**src/rtl/calc_pkg.sv**
```systemverilog
// calc_pkg: key codes, operator/state encodings and decimal range helpers
// shared by the parametrised keypad calculator.
package calc_pkg;

  localparam logic [3:0] KEY_PLUS  = 4'hA;
  localparam logic [3:0] KEY_MINUS = 4'hB;
  localparam logic [3:0] KEY_MUL   = 4'hC;
  localparam logic [3:0] KEY_DIV   = 4'hD;
  localparam logic [3:0] KEY_CLR   = 4'hE;
  localparam logic [3:0] KEY_EQ    = 4'hF;

  typedef enum logic [1:0] {PLUS, MINUS, MUL, DIV} op_t;

  typedef enum logic [2:0] {IDLE, DIGIT, OPKEY, CALC, DIVIDE, DISP, ERROR} state_t;

  function automatic int pow10(input int n);
    int v;
    v = 1;
    for (int i = 0; i < n; i++) v = v * 10;
    return v;
  endfunction

  // Largest magnitude that fits in the display digits.
  function automatic int calc_maxv(input int digits);
    return pow10(digits) - 1;
  endfunction

endpackage

```
**src/rtl/calc_divider.sv**
```systemverilog
// calc_divider: restoring unsigned divider producing one quotient bit per clock;
// the start cycle already performs the first step so the result lands after WIDTH cycles.
module calc_divider #(
  parameter int WIDTH = 10
) (
  input  logic             clk,
  input  logic             rst_n,
  input  logic             start,
  input  logic [WIDTH-1:0] dividend,
  input  logic [WIDTH-1:0] divisor,
  output logic             done,
  output logic [WIDTH-1:0] quotient
);

  localparam int CW = $clog2(WIDTH + 1);

  logic [WIDTH-1:0] rem_q, quo_q, dsr_q;
  logic [CW-1:0]    cnt_q;
  logic [WIDTH-1:0] rem_in, quo_in, dsr_in, rem_nx, quo_nx;
  logic [WIDTH:0]   shifted;

  // Remainder stays below the divisor, so WIDTH bits always hold it after the trial subtract.
  always_comb begin
    rem_in  = start ? '0 : rem_q;
    quo_in  = start ? dividend : quo_q;
    dsr_in  = start ? divisor : dsr_q;
    shifted = {rem_in, quo_in[WIDTH-1]};
    quo_nx  = {quo_in[WIDTH-2:0], 1'b0};
    rem_nx  = shifted[WIDTH-1:0];
    if (shifted >= {1'b0, dsr_in}) begin
      rem_nx    = WIDTH'(shifted - {1'b0, dsr_in});
      quo_nx[0] = 1'b1;
    end
  end

  always_ff @(posedge clk or negedge rst_n) begin
    if (!rst_n) begin
      rem_q <= '0;
      quo_q <= '0;
      dsr_q <= '0;
      cnt_q <= '0;
      done  <= 1'b0;
    end else begin
      done <= 1'b0;
      if (start) begin
        rem_q <= rem_nx;
        quo_q <= quo_nx;
        dsr_q <= divisor;
        cnt_q <= CW'(WIDTH - 1);
      end else if (cnt_q != '0) begin
        rem_q <= rem_nx;
        quo_q <= quo_nx;
        cnt_q <= cnt_q - CW'(1);
        if (cnt_q == CW'(1)) done <= 1'b1;
      end
    end
  end

  assign quotient = quo_q;

endmodule

```
**src/rtl/calc_core_param.sv**
```systemverilog
// calc_core_param: signed four-function accumulator calculator driven by keypad
// events, with a sequential divider and a latched overflow/divide-by-zero error.
module calc_core_param
  import calc_pkg::*;
#(
  parameter int DIGITS = 3,
  parameter int WIDTH  = 10
) (
  input  logic             clk,
  input  logic             rst_n,
  input  logic             key_valid,
  input  logic [3:0]       key_code,
  output logic             key_ready,
  output logic [WIDTH-1:0] disp_value,
  output logic             disp_neg,
  output logic             err,
  output logic             busy
);

  localparam int MAXV    = calc_maxv(DIGITS);
  localparam int ARG_LIM = pow10(DIGITS - 1);
  localparam int RW      = WIDTH + 1;
  localparam int SW      = WIDTH + 2;
  localparam int PW      = 2 * WIDTH + 2;
  localparam logic [PW-1:0]    MAXV_P  = PW'(MAXV);
  localparam logic [WIDTH-1:0] ARG_LIM_W = WIDTH'(ARG_LIM);

  generate
    if ((2 ** WIDTH) <= MAXV) begin : g_width_check
      $error("calc_core_param: WIDTH cannot hold 10^DIGITS-1");
    end
  endgenerate

  state_t                 state;
  op_t                    op, next_op;
  logic [WIDTH-1:0]       arg;
  logic signed [RW-1:0]   result;
  logic                   eq_done, is_eq, disp_from_arg;
  logic [3:0]             digit;

  logic                   accept, div_start, div_done, calc_over;
  logic [WIDTH-1:0]       quotient, res_mag, arg_next;
  logic signed [SW-1:0]   sum, diff;
  logic signed [PW-1:0]   prod, calc_val;
  logic [PW-1:0]          calc_mag;
  logic signed [RW-1:0]   div_signed;

  assign accept    = key_valid && key_ready;
  assign div_start = (state == CALC) && (op == DIV) && (arg != '0);

  // Arithmetic is evaluated wide enough that the range check sees the true value.
  always_comb begin
    sum      = SW'(result) + SW'($signed({1'b0, arg}));
    diff     = SW'(result) - SW'($signed({1'b0, arg}));
    prod     = PW'(result) * PW'($signed({1'b0, arg}));
    calc_val = prod;
    case (op)
      PLUS:    calc_val = PW'(sum);
      MINUS:   calc_val = PW'(diff);
      default: calc_val = prod;
    endcase
    calc_mag   = calc_val[PW-1] ? -calc_val : calc_val;
    calc_over  = calc_mag > MAXV_P;
    res_mag    = result[RW-1] ? WIDTH'(-result) : WIDTH'(result);
    div_signed = result[RW-1] ? -$signed({1'b0, quotient}) : $signed({1'b0, quotient});
    arg_next   = WIDTH'(arg * WIDTH'(10) + WIDTH'(digit));
  end

  calc_divider #(.WIDTH(WIDTH)) u_div (
    .clk      (clk),
    .rst_n    (rst_n),
    .start    (div_start),
    .dividend (res_mag),
    .divisor  (arg),
    .done     (div_done),
    .quotient (quotient)
  );

  always_ff @(posedge clk or negedge rst_n) begin
    if (!rst_n) begin
      state         <= IDLE;
      op            <= PLUS;
      next_op       <= PLUS;
      arg           <= '0;
      result        <= '0;
      eq_done       <= 1'b0;
      is_eq         <= 1'b0;
      digit         <= '0;
      disp_from_arg <= 1'b0;
      key_ready     <= 1'b1;
      disp_value    <= '0;
      disp_neg      <= 1'b0;
      err           <= 1'b0;
      busy          <= 1'b0;
    end else if (accept && key_code == KEY_CLR) begin
      state         <= IDLE;
      op            <= PLUS;
      next_op       <= PLUS;
      arg           <= '0;
      result        <= '0;
      eq_done       <= 1'b0;
      is_eq         <= 1'b0;
      digit         <= '0;
      disp_from_arg <= 1'b0;
      key_ready     <= 1'b1;
      disp_value    <= '0;
      disp_neg      <= 1'b0;
      err           <= 1'b0;
      busy          <= 1'b0;
    end else begin
      case (state)
        IDLE: begin
          if (accept) begin
            key_ready <= 1'b0;
            if (key_code <= 4'd9) begin
              digit <= key_code;
              state <= DIGIT;
            end else begin
              is_eq <= (key_code == KEY_EQ);
              state <= OPKEY;
              case (key_code)
                KEY_MINUS:        next_op <= MINUS;
                KEY_MUL:          next_op <= MUL;
                KEY_DIV:          next_op <= DIV;
                KEY_PLUS, KEY_EQ: next_op <= PLUS;
                default:          next_op <= PLUS;
              endcase
            end
          end
        end
        DIGIT: begin
          if (eq_done) begin
            result  <= '0;
            eq_done <= 1'b0;
          end
          if (arg < ARG_LIM_W) arg <= arg_next;
          disp_from_arg <= 1'b1;
          state         <= DISP;
        end
        OPKEY: state <= CALC;
        CALC: begin
          if ((op == DIV && arg == '0) || (op != DIV && calc_over)) begin
            state      <= ERROR;
            err        <= 1'b1;
            disp_value <= '0;
            disp_neg   <= 1'b0;
            key_ready  <= 1'b1;
          end else begin
            op            <= next_op;
            arg           <= '0;
            eq_done       <= is_eq;
            disp_from_arg <= 1'b0;
            if (op == DIV) begin
              busy  <= 1'b1;
              state <= DIVIDE;
            end else begin
              result <= RW'(calc_val);
              state  <= DISP;
            end
          end
        end
        DIVIDE: begin
          if (div_done) begin
            result <= div_signed;
            busy   <= 1'b0;
            state  <= DISP;
          end
        end
        DISP: begin
          disp_value <= disp_from_arg ? arg : res_mag;
          disp_neg   <= !disp_from_arg && result[RW-1] && (res_mag != '0);
          key_ready  <= 1'b1;
          state      <= IDLE;
        end
        ERROR: state <= ERROR;
        default: state <= IDLE;
      endcase
    end
  end

endmodule
```
**config.mk**
```make
export PLATFORM = sky130hd
export DESIGN_NAME = calc_core_param
export DESIGN_NICKNAME = d
export VERILOG_FILES = /design/src/rtl/calc_pkg.sv /design/src/rtl/calc_divider.sv /design/src/rtl/calc_core_param.sv
export SDC_FILE = /design/constraint.sdc
export NUM_CORES = 1
export LEC_CHECK = 0
export ABC_CLOCK_PERIOD_IN_PS = 23800
export BUFFER_PORTS_ARGS = -buffer_cell sky130_fd_sc_hd__buf_2
export CAP_MARGIN = 20
export CORE_ASPECT_RATIO = 0.9
export CORE_MARGIN = 4
export CORE_UTILIZATION = 45
export DETAILED_ROUTE_END_ITERATION = 10
export GPL_ROUTABILITY_DRIVEN = 1
export GPL_TIMING_DRIVEN = 0
export PLACE_DENSITY = 0.61
export SYNTH_ARGS = -nofsm -noshare
export SYNTH_HDL_FRONTEND = slang
export SYNTH_HIERARCHICAL = 1
export SYNTH_SLANG_ARGS = --single-unit
```
**constraint.sdc**
```tcl
create_clock -name clk -period 23.8 [get_ports clk]
set_input_delay 4.76 -clock clk [delete_from_list [all_inputs] [get_ports clk]]
set_output_delay 4.76 -clock clk [all_outputs]
set_load 0.005 [all_outputs]
```
==> impl_metrics.toml <==
[run_status]
outcome = "complete, no violations"

[die]
die_w_microns = 182
io_pins = 21
start_util_pct = 46.3
std_cell_rows = 56
core_sq_um = 26400
die_y_microns = 164
dieArea_sq_um = 29900

[setup_path]
crit_path_frequent_cell = "fa_1"
max_stage_delay_ns = 0.62
cp.buffers_inverters = 7
crit_family = "adder cells"
worstPathArrival_ns = 9.82
critPathKind = "flip-flop to flip-flop"
slowest_stage = "fa_1"
cp-start-kind = "flip-flop"
crit_path_end = "disp_value[1]"
reg2reg_from = "result[10]"
worstSetupPathDepth = 27
startpoint = "result[10]"
worstPathRequired_ns = 24.06
r2r_cells = 27
reg2reg_slack_ns = 14.24
worstReg2RegEnd = "disp_value[1]"
end_kind = "flip-flop"
critPathMaxFanout = 10

[clock_tree]
cts-root-buf = "clkbuf_16"
cts_resized = 0
clock_sinks = 84
cts_buffer_depth = 2
hold_buffers = 0
cts_made_buffers = 9
postCtsSetupRepairBufs = 0
cts_tree = "done"
clkTransAtPathRegs_ns = 0.06
htreeDepth = 3
clk-insertion-delay-late_ns = 0.35

[synthesis]
synth_area_sq_um = 12200
ys.flop_type = "dfrtp_1"
synth_edf_count = 0
synth-async-reset-ratio_pct = 100
ys_seq_area_share_pct = 17.2
synth.ff_latch_count = 84
syn_inst = 1446
synth_cell_type_count = 88
yosysWarnings = 6
syn_area_per_cell_sq_um = 8.46
synth_nets = 1666

[run]
maxCapViolCount = 0

[worst_hold_path]
hold_class = "flip-flop to flip-flop"

[final_layout]
fin_nets = 1697
num_antenna_cells = 0
syn2layout_area_growth_pct = 7.38
drive_above_1_share_pct = 6.07
mostFrequentLayoutCell = "inv_1"
final_cell_mix = "220 x inv_1, 144 x nand2_1, 109 x fa_1"
fill_cells = 2564

[routing]
ant_nets = 0
via_count = 10600
drc = 0
via_per_inst = 5.79
postRouteWirelength_microns = 35900
drt_iter0_markers = 684
wl_per_cell_microns = 19.6
firstDrtPassIters = 5

[sta]
finalMaxSlewViolations = 0
final_hold_viol_count = 0
setup_violations = 0
clock_skew_ns = 0.00729
rsz0062_at_grt = "false"
holdWs_ns = 0.487
fmax_mhz = 105
min_period_ns = 9.56
max-slew-margin-rel_pct = 31.1
tns_ns = 0
finalCritPeriodShare_pct = 40.2
tightest_slew_ns = 1.02

[grt]
grt_pass1_wl_microns = 58200
grt_max_degree = 64
grt-ovfl-total = 0
track_usage_pct = 24.4
antenna_found_initial = 0
grt_pass1_vias = 10700

[place]
dp_hpwl_microns = 28800
place_congestion = 0.913
io_buffers = 18
worst reg2reg max path, cell delays in order, from the launching register on:
cell	delay (ns)
dfrtp_1	0.33
clkbuf_1	0.51
buf_1	0.38
buf_1	0.54
nand2_1	0.20
inv_1	0.16
fa_1	0.59
fa_1	0.62
fa_1	0.44
fa_1	0.54
inv_1	0.05
fa_1	0.57
inv_1	0.05
ha_1	0.37
a21oi_1	0.35
nor2_1	0.10
a211oi_1	0.53
nand2_1	0.19
o21ai_0	0.34
xor2_1	0.47
a21oi_1	0.16
a21oi_1	0.17
o221ai_1	0.18
nor4_4	0.43
a41oi_2	0.24
a211oi_2	0.42
buf_2	0.38
o2bb2ai_1	0.16
Yosys cell counts, types with 9 or more instances:
cell type	n	area, sq um
nand2_1	144	541
or3_1	10	62.6
buf_2	13	65.1
nor3_1	28	140
xor2_1	14	123
o2bb2ai_1	12	105
o21a_1	11	82.6
nor2_1	76	285
a211oi_1	9	67.6
o22ai_1	9	56.3
a21o_1	23	173
nand3_1	22	110
nand2b_1	20	125
o21ai_0	71	355
and2_1	39	244
nor4_1	9	56.3
clkbuf_1	41	154
o211ai_1	11	82.6
a21oi_1	71	355
ha_1	104	1300
a31oi_1	10	62.6
xnor2_1	45	394
and3_1	10	62.6
nand4_1	11	68.8
dfrtp_1	83	2080
nor2b_1	25	156
inv_1	220	826
fa_1	109	2180
a2bb2oi_2	10	150
a211o_1	11	96.3
mux2i_1	33	330
cells by family (layout without fill, tap and decap cells):
family | after synthesis | count (layout) | synth area share, %
XOR/XNOR | 59 | 59 | 4.22
adder cells (fa/ha/maj) | 213 | 213 | 28.5
multiplexers | 38 | 38 | 3.16
flip-flops | 84 | 84 | 17.2
buffers and inverters | 287 | 323 | 9.25
AO/OA/AOI/OAI | 340 | 340 | 20.3
AND/OR/NAND/NOR | 425 | 425 | 17.4
layer usage:
layer,GRT usage [%],wire length (microns),vias up
li1,-,-,4990
met1,33.3,16700,5237
met2,41.8,16600,305
met3,1.78,1480,72
met4,7.23,1160,0
met5,0,0,-
per-stage QoR:
| step | instance area [sq um] | setup WS [ns] | std cells | utilization, % |
|---|---|---|---|---|
| after global routing | 13100 | 13.68 | 1830 | 49.7 |
| after floorplan | 12200 | 16.33 | 1446 | - |
| after CTS | 13100 | 14.31 | 1829 | 49.7 |
| final | 13100 | 14.24 | 1830 | 49.7 |
| after detailed placement | 12800 | 14.35 | 1813 | 48.4 |
| after global placement | 12800 | 14.39 | 1812 | 48.3 |
flip-flops by register name, summed over array words and instances (netlist names), 2 cells and up:
| register | flops |
|---|---|
| arg | 10 |
| digit | 4 |
| disp_value | 10 |
| next_op | 2 |
| op | 2 |
| result | 11 |
| state | 3 |
| u_div/cnt_q | 4 |
| u_div/dsr_q | 10 |
| u_div/quotient | 10 |
| u_div/rem_q | 10 |
layout make-up:
cell class / count / area, sq um / area share (%)
multi-input combinational: 1075 / 9000 / 68.5
sequential: 84 / 2100 / 16.0
inverter: 222 / 833 / 6.34
tap: 348 / 435 / 3.31
buffer: 65 / 298 / 2.27
clock buffer: 11 / 233 / 1.77
timing repair buffer: 20 / 128 / 0.971
clock inverter: 5 / 108 / 0.819
worst min-delay path by stage:
stage	cells after the start	slack [ns]	endpoint	from
final	1	0.49	disp_value[2]	disp_value[2]
after global routing	1	0.51	disp_value[4]	disp_value[4]
after CTS	1	0.49	disp_value[2]	disp_value[2]
after detailed placement	1	0.47	disp_value[2]	disp_value[2]
after global placement	2	0.46	u_div/rem_q[0]	u_div/rem_q[0]
after floorplan	2	0.44	u_div/rem_q[0]	u_div/rem_q[0]
Power is left out: the tool's default activity adds up to more than one toggle a clock period on the data nets, which glitch-free logic cannot reach.
